===== src/rtl/dac_pkg.sv =====
// Shared definitions for both ends of the r2r-dac serial link.
// This package holds the frame line levels, the transmitter state encoding and the default width.
package dac_pkg;

  localparam int unsigned DAC_D_W   = 8;
  localparam int unsigned DAC_BIN_W = $clog2(DAC_D_W);

  typedef enum logic [1:0] {
    IDLE  = 2'd0,
    START = 2'd1,
    DATA  = 2'd2,
    STOP  = 2'd3
  } tx_state_t;

  localparam logic START_BIT = 1'b1;
  localparam logic STOP_BIT  = 1'b0;
  localparam logic IDLE_LVL  = 1'b0;

endpackage


===== src/rtl/t2b.sv =====
// Thermometer-to-binary compressor: saturated popcount plus a legality flag.
// This is the inverse of the receiver's b2t expander.
module t2b #(
  parameter int unsigned therm_width = 8,
  parameter int unsigned bin_width   = $clog2(therm_width)
) (
  input  logic [therm_width-1:0] therm_in,
  output logic [bin_width-1:0]   bin_out,
  output logic                   legal
);

  logic [bin_width:0] count;
  logic               seen_zero;

  always_comb begin
    count     = '0;
    legal     = 1'b1;
    seen_zero = 1'b0;
    for (int unsigned i = 0; i < therm_width; i++) begin
      count = count + {{bin_width{1'b0}}, therm_in[i]};
      if (!therm_in[i])
        seen_zero = 1'b1;
      else if (seen_zero)
        legal = 1'b0;
    end
    // All bits set is the one count that overflows the binary width.
    if (therm_in[therm_width-1])
      legal = 1'b0;
    bin_out = count[bin_width] ? '1 : count[bin_width-1:0];
  end

endmodule


===== src/rtl/therm_serial_encoder.sv =====
// Accepts a thermometer word over valid/ready and sends its binary value as a framed bitstream.
// The frame is a start bit, BIN_W data bits MSB first, then a stop bit.
module therm_serial_encoder
  import dac_pkg::*;
#(
  parameter int unsigned D_W = DAC_D_W
) (
  input  logic           clk,
  input  logic           rst_n,
  input  logic [D_W-1:0] therm_in,
  input  logic           valid_in,
  output logic           ready_out,
  output logic           serial_out,
  output logic           busy,
  output logic           frame_done,
  output logic           code_err
);

  localparam int unsigned BIN_W = $clog2(D_W);

  tx_state_t        state, state_next;
  logic [BIN_W-1:0] shift, shift_next;
  logic [BIN_W-1:0] bit_cnt, bit_cnt_next;
  logic             serial_next;
  logic [BIN_W-1:0] bin_val;
  logic             legal;
  logic             load;

  t2b #(
    .therm_width(D_W),
    .bin_width  (BIN_W)
  ) u_t2b (
    .therm_in(therm_in),
    .bin_out (bin_val),
    .legal   (legal)
  );

  assign ready_out  = (state == IDLE) || (state == STOP);
  assign busy       = (state != IDLE);
  assign frame_done = (state == STOP);
  assign load       = valid_in && ready_out;

  // serial_next is the line level for the state being entered, so the registered
  // serial_out lines up with state without a combinational output path.
  always_comb begin
    state_next   = state;
    shift_next   = shift;
    bit_cnt_next = bit_cnt;
    serial_next  = IDLE_LVL;
    case (state)
      IDLE, STOP: begin
        if (load) begin
          state_next  = START;
          shift_next  = bin_val;
          serial_next = START_BIT;
        end else begin
          state_next  = IDLE;
        end
      end
      START: begin
        state_next   = DATA;
        bit_cnt_next = BIN_W'(BIN_W - 1);
        serial_next  = shift[BIN_W-1];
        shift_next   = shift << 1;
      end
      DATA: begin
        if (bit_cnt == '0) begin
          state_next  = STOP;
          serial_next = STOP_BIT;
        end else begin
          bit_cnt_next = bit_cnt - BIN_W'(1);
          serial_next  = shift[BIN_W-1];
          shift_next   = shift << 1;
        end
      end
      default: state_next = IDLE;
    endcase
  end

  always_ff @(posedge clk) begin
    if (!rst_n) begin
      state      <= IDLE;
      shift      <= '0;
      bit_cnt    <= '0;
      serial_out <= IDLE_LVL;
      code_err   <= 1'b0;
    end else begin
      state      <= state_next;
      shift      <= shift_next;
      bit_cnt    <= bit_cnt_next;
      serial_out <= serial_next;
      if (load)
        code_err <= !legal;
    end
  end

endmodule


===== config.mk =====
export PLATFORM = sky130hd
export DESIGN_NAME = therm_serial_encoder
export DESIGN_NICKNAME = d
export VERILOG_FILES = /design/src/rtl/dac_pkg.sv /design/src/rtl/t2b.sv /design/src/rtl/therm_serial_encoder.sv
export SDC_FILE = /design/constraint.sdc
export NUM_CORES = 1
export LEC_CHECK = 0
export BUFFER_PORTS_ARGS = -buffer_cell sky130_fd_sc_hd__buf_2
export CORE_UTILIZATION = 47
export CTS_CLUSTER_SIZE = 8
export DETAILED_ROUTE_END_ITERATION = 10
export GPL_ROUTABILITY_DRIVEN = 0
export PLACE_DENSITY = 0.84
export RECOVER_POWER = 50
export SETUP_SLACK_MARGIN = 0.5
export SYNTH_ARGS = -nofsm -noshare
export SYNTH_HDL_FRONTEND = slang
export SYNTH_HIERARCHICAL = 1
export SYNTH_SLANG_ARGS = --single-unit

===== constraint.sdc =====
create_clock -name clk -period 2.65 [get_ports clk]
set_input_delay 0.1325 -clock clk [delete_from_list [all_inputs] [get_ports clk]]
set_output_delay 0.1325 -clock clk [all_outputs]
set_load 0.02 [all_outputs]

==> results of run 1 <==
-- worst paths after layout --
kind | to | start | cells past startpoint | slack [ns]
worst max-delay path | shift[1]$_SDFFE_PN0P_ | therm_in[0] | 12 | -0.07
worst min-delay path | bit_cnt[0]$_SDFFE_PN0P_ | rst_n | 2 | 0.17
worst max register to register | shift[1]$_SDFFE_PN0P_ | state[0]$_SDFFE_PN0P_ | 5 | 0.99
worst min register to register | code_err$_SDFFE_PN0P_ | code_err$_SDFFE_PN0P_ | 2 | 0.46
-- per-stage QoR --
step | setup TNS [ns] | instances | instance area [um2]
floorplan | -0.140 | 92 | 797
global route | -0.274 | 128 | 962
detailed placement | -0.874 | 123 | 898
CTS | -0.0620 | 128 | 962
finish | -0.0735 | 128 | 962
global placement | -0.597 | 123 | 898
-- what timing repair did --
item,in CTS,in global routing
endpoints found under the hold margin,0,0
endpoints found under the setup margin,3,3
buffers inserted,1,0
pin swaps,6,2
resized for setup,4,2
-- cell usage in the layout (no fill, tap or decap) --
cell type	n
o211ai_1	1
buf_6	2
and2_4	2
ha_4	1
buf_4	2
and3_1	1
and2b_1	1
fa_1	3
o311a_1	1
or3_1	1
a21o_1	1
o21bai_1	1
ha_1	9
nand3_2	1
dfxtp_1	10
nor2_2	1
clkbuf_4	3
o211a_1	2
and2_0	1
nor2_1	6
inv_1	14
o21ai_0	5
or2_0	1
clkbuf_1	4
a21boi_1	1
nand2_2	1
nand2b_1	5
a21oi_1	3
buf_2	10
a2bb2oi_1	1
fa_2	1
nand2_1	7
clkbuf_8	1
inv_2	1
a211oi_2	1
a21boi_0	3
mux2i_1	3
-- power groups by stage --
stage	Combinational [W]	Sequential (W)	Clock, W
6_report	0.000460	0.000226	0.000139
5_1_grt	0.000513	0.000231	0.000149
4_1_cts	0.000460	0.000225	0.000143
3_5_place_dp	0.000443	0.000229	0
3_3_place_gp	0.000415	0.000227	0
2_1_floorplan	0.000329	0.000232	0
-- per-layer routing --
metal  vias to the layer above  wire, um
li1                        342         -
met1                       300       641
met2                        14       780
met3                         5        86
met4                         0        22
met5                         -         0
-- cell type report --
class                      instances  area, um2
fill                             133        579
multi-input combinational         65        547
sequential                        10        200
timing repair buffer              18        103
inverter                          15       56.3
clock buffer                       4       36.3
tap                               16       20.0
-- flip-flops by register name, summed over array words and instances, names as in the netlist --
name and count:
bit_cnt 3, code_err 1, serial_out 1, shift 3, state 2
-- cells in the mapped netlist (all sizes together) --
cell type | count | area share [%]
inv | 15 | 7.1
dfxtp | 10 | 25
ha | 10 | 16
nand2 | 8 | 3.8
nor2 | 7 | 3.3
nand2b | 5 | 3.9
o21ai | 5 | 3.2
a21boi | 4 | 3.8
fa | 4 | 10
a21oi | 3 | 1.9
and2 | 3 | 3.0
mux2i | 3 | 3.8
o211a | 2 | 2.5
a211oi | 1 | 1.6
a21o | 1 | 0.95
a2bb2oi | 1 | 1.1
and2b | 1 | 0.95
and3 | 1 | 0.79
buf | 1 | 0.63
clkbuf | 1 | 0.47
nand3 | 1 | 1.3
o211ai | 1 | 0.95
o21bai | 1 | 0.95
o311a | 1 | 1.3
or2 | 1 | 0.79
or3 | 1 | 0.79
-- kinds of logic after synthesis --
family	share of synthesized area [%]
flops	25.3
mux	3.79
compound gates	18.2
fa+ha+maj	25.9
buf+inv	8.21
simple gates	18.6
-- worst max-delay path, delay by kind of cell --
family	cells	cell delay, ns
adders and majority gates	5	2.07
and+or+nand+nor	2	0.21
buffers and inverters	3	0.20
AOI/OAI and AO/OA	1	0.15
muxes	1	0.12
==> run metrics, run 1 <==
pin count of the biggest net entering global routing 11; Worst-path clk slew 0.06 ns; CP max-delay cell fa_1; Final Skew 0.00218 ns; CTS buffer count 3; Net Sw Frac 41.0%; first-pass GRT wire length 2730 um; mapped cell area 792 um2; CTS tree yes; fmax ~370 MHz; CP Cell Sequence buf_6 -> fa_1 -> inv_1 -> fa_1 -> fa_1 -> inv_2 -> ha_4 -> fa_2 -> nand2b_1 -> mux2i_1 -> nand2_1 -> o211a_1; Leak 0.480 nW; Die ar. 1850 um2; Crit Path Max Fanout 2; Slew HR 76.4%; mean post-synth cell area 8.61 um2; clock power share between 15 and 20%; CP max stage delay roughly 0.53 ns; CTS HTree Levels 1; post-layout util 62.4%; WL final 1530 um; core area 1540 um2; startpoint types input pin; worst vdd ir approximately 0.00049 V; Comb power frac 55.8%; DRC errors left 0; critical path type input pin to flip-flop; Worst-Margin Slew 0.352 ns; max-cap violations 0; Internal approximately 0.00049 W; Syn-to-layout area delta 21.5%; Synthesis Warnings 6; count of pins over their slew limit 0; number of global-route vias before repair 674; Die H about 43 um; Die W 43.1 um; most frequent cell on the critical path fa_1; first-pass iteration count of the detailed router 4; GRT met1 Usage a little over 20%; net load switching power between 0.0003 and 0.0004 W; clk root buf clkbuf_4; post-synth cell types 28; Power Dens Cells 857 nW/um2; share of cells above drive strength 1 24.1%; setup ws final -0.0735 ns; Congestion Overflow GR 0; Worst-Skew Late Latency approximately 0.27 ns; Via Count 661; setup violators final 1; antenna violations before repair 0; status finished, violations left; # IOs 16; final period utilization 103%; port bufs 15; row cnt 14; total power 0.000825 W; post-DR wirelength/cell 12.0 um; DR iter-0 viols 24; Crit path required time 2.81 ns; Most Used Layer, Global Route met2; cts-stage hold buffer count 0; Final Hold Fails 0; register bit total from synthesis 10; worst hold slack 0.174 ns; Worst setup EP type flip-flop; Final nets 138; Routed Antenna Nets 0; RSZ-0062 raised after global routing yes; failing checks setup timing; Arr. time, crit path just under 3 ns; Mapped Nets 117; sequential share of power 27.4%; routed vias/inst 5.16; Cells after Synth slightly above 90; ANT cells 0; met3 global-route usage just under 7%; dpl hpwl 1220 um; register area share after synthesis between 20% and 30%; total track usage roughly 20%; Place WS -0.388 ns; CTS max path bufs 2; Hold Path Class input pin to flip-flop; CTS sink count 10; met2 Use GR a little over a third; Initial Util 51.4%; min cycle time layout around 2.7 ns
Power figures use the tool's default switching activity.
==> inputs of run 2 (changes only) <==
==> constraint.sdc (replaced) <==
create_clock -name clk -period 2.65 [get_ports clk]
set_input_delay 0.265 -clock clk [delete_from_list [all_inputs] [get_ports clk]]
set_output_delay 0.265 -clock clk [all_outputs]
set_load 0.02 [all_outputs]
==> run metrics, run 2 (synthesis gave the netlist of run 1 again) <==
status finished, violations left (unchanged); failing checks setup timing (unchanged); Reg-to-Reg End shift[1]$_SDFFE_PN0P_ (unchanged); critical path type input pin to flip-flop (unchanged); pin count of the biggest net entering global routing 11 (unchanged); Worst-Margin Slew 0.335 ns (was 0.352 ns); first-pass GRT wire length 2790 um (was 2730 um); CTS sink count 10 (unchanged); Top Registers bit_cnt x3, shift x3, state x2 (unchanged); WHS Endpoint bit_cnt[0]$_SDFFE_PN0P_ (unchanged); RSZ-0062 raised after global routing yes (unchanged); Arr. time, crit path 3.01 ns (was 2.89 ns); Crit path required time 2.81 ns (about the same); Worst-path clk slew 0.07 ns (was 0.06 ns); WL final 1570 um (was 1530 um); core area 1540 um2 (unchanged); DRC errors left 0 (unchanged); post-DR wirelength/cell 12.3 um (was 12.0 um); antenna violations before repair 0 (unchanged); Finished Layout Cells 128 (unchanged); setup ws final -0.208 ns (was -0.0735 ns); number of global-route vias before repair 668 (was 674); FF-to-FF Start state[0]$_SDFFE_PN0P_ (unchanged); clock power share 17.0% (was 16.8%); Die H 43.1 um (unchanged); Final nets 138 (unchanged); Internal 0.000481 W (was 0.000486 W); routed vias/inst 5.11 (was 5.16); R2R Setup Slk 1.03 ns (was 0.99 ns); DR iter-0 viols 12 (was 24); Slew HR 77.6% (was 76.4%); Final Hold Fails 0 (unchanged); worst hold start rst_n (unchanged); Crit Path Max Fanout 2 (unchanged); port bufs 15 (unchanged); sequential share of power 27.7% (was 27.4%); final period utilization 108% (was 103%); Leak 0.479 nW (was 0.480 nW); Final Skew 0.00768 ns (was 0.00218 ns); Power Dens Cells 852 nW/um2 (was 857 nW/um2); commonest non-fill, non-tap cell in the layout inv_1 (unchanged); Worst setup EP type flip-flop (unchanged); worst hold slack 0.305 ns (was 0.174 ns); Worst-Skew Late Latency 0.27 ns (about the same); commonest cells after routing, fill and taps aside inv_1, dfxtp_1, buf_2 (unchanged); post-layout util 62.3% (was 62.4%); cts-stage hold buffer count 0 (unchanged); row cnt 14 (unchanged); Syn-to-layout area delta 21.2% (was 21.5%); share of cells above drive strength 1 23.2% (was 24.1%); worst r2r path cells 5 (unchanged); Die W 43.1 um (unchanged); Hold Path Depth 2 (unchanged); first-pass iteration count of the detailed router 4 (unchanged); fmax 350 MHz (was 367 MHz); net load switching power 0.000336 W (was 0.000338 W); ANT cells 0 (unchanged); dpl cells 123 (unchanged); Routed Antenna Nets 0 (unchanged); worst vdd ir 0.000462 V (was 0.000486 V); Comb power frac 55.4% (was 55.8%); dpl hpwl 1210 um (was 1220 um); CTS HTree Levels 1 (unchanged); CTS tree yes (unchanged); clk root buf clkbuf_4 (unchanged); count of pins over their slew limit 0 (unchanged); Hold Path Class input pin to flip-flop (unchanged); setup violators final 3 (was 1); startpoint types input pin (unchanged); Via Count 654 (was 661); Net Sw Frac 41.1% (was 41.0%); # IOs 16 (unchanged); Congestion Overflow GR 0 (unchanged); Die ar. 1850 um2 (unchanged); CTS buffer count 3 (unchanged); CTS max path bufs 2 (unchanged); max-cap violations 0 (unchanged); Initial Util 51.4% (unchanged); total track usage 20.6% (was 20.1%); Place WS -0.512 ns (was -0.388 ns); min cycle time layout 2.86 ns (was 2.72 ns)
## run 2: cell counts in the layout (fill, tap and decap cells not counted)
No cell type changed its count.
## run 2: layout make-up
type / instances / area (um2)
multi-input combinational: 65 / 544
tap: 16 / 20.0
timing repair buffer: 18 / 103
sequential: 10 / 200
clock buffer: 4 / 36.3
inverter: 15 / 56.3
fill: 130 / 582
## run 2: metrics by stage
step	setup TNS, ns	instance area [um2]	power (W)
floorplan	-0.441	797	0.000561
global placement	-0.994	898	0.000641
detailed placement	-1.27	898	0.000669
CTS	-0.471	962	0.000829
global route	-0.703	960	0.000894
finish	-0.416	960	0.000818
## run 2: what timing repair did
action	in CTS	in global routing
pin swaps	6	3
resized for setup	4	2
setup endpoints to repair	3	3
hold endpoints to repair	0	0
gates cloned	0	0
buffers inserted	1	0
## run 2: metal layers
layer	GRT usage, %	wire (um)	vias to the layer above
li1	-	-	340
met1	20.9	668	300
met2	39.4	821	12
met3	6.81	70	2
met4	5.45	10	0
met5	0	0	-
## run 2: worst max-delay path by stage
stage	from	end	depth (start not counted)
after global routing	therm_in[0]	shift[1]$_SDFFE_PN0P_	12
final	therm_in[0]	shift[1]$_SDFFE_PN0P_	12
after detailed placement	therm_in[0]	shift[1]$_SDFFE_PN0P_	12
after CTS	therm_in[0]	shift[1]$_SDFFE_PN0P_	12
after global placement	therm_in[0]	shift[1]$_SDFFE_PN0P_	12
after floorplan	therm_in[0]	shift[1]$_SDFFE_PN0P_	11
## run 2: power groups by stage
stage                     Combinational, W  Sequential, W  Clock [W]
after floorplan                   0.000329       0.000232          0
after CTS                         0.000461       0.000226   0.000141
after detailed placement          0.000440       0.000228          0
after global routing              0.000513       0.000231   0.000149
final                             0.000453       0.000226   0.000139
after global placement            0.000415       0.000227          0
## run 2: critical path, cell delays in order
cell	delay, ns
buf_6	0.10
fa_1	0.53
inv_1	0.05
fa_1	0.47
fa_1	0.52
inv_2	0.05
ha_4	0.16
fa_2	0.39
nand2b_1	0.15
mux2i_1	0.12
nand2_1	0.07
o211a_1	0.14
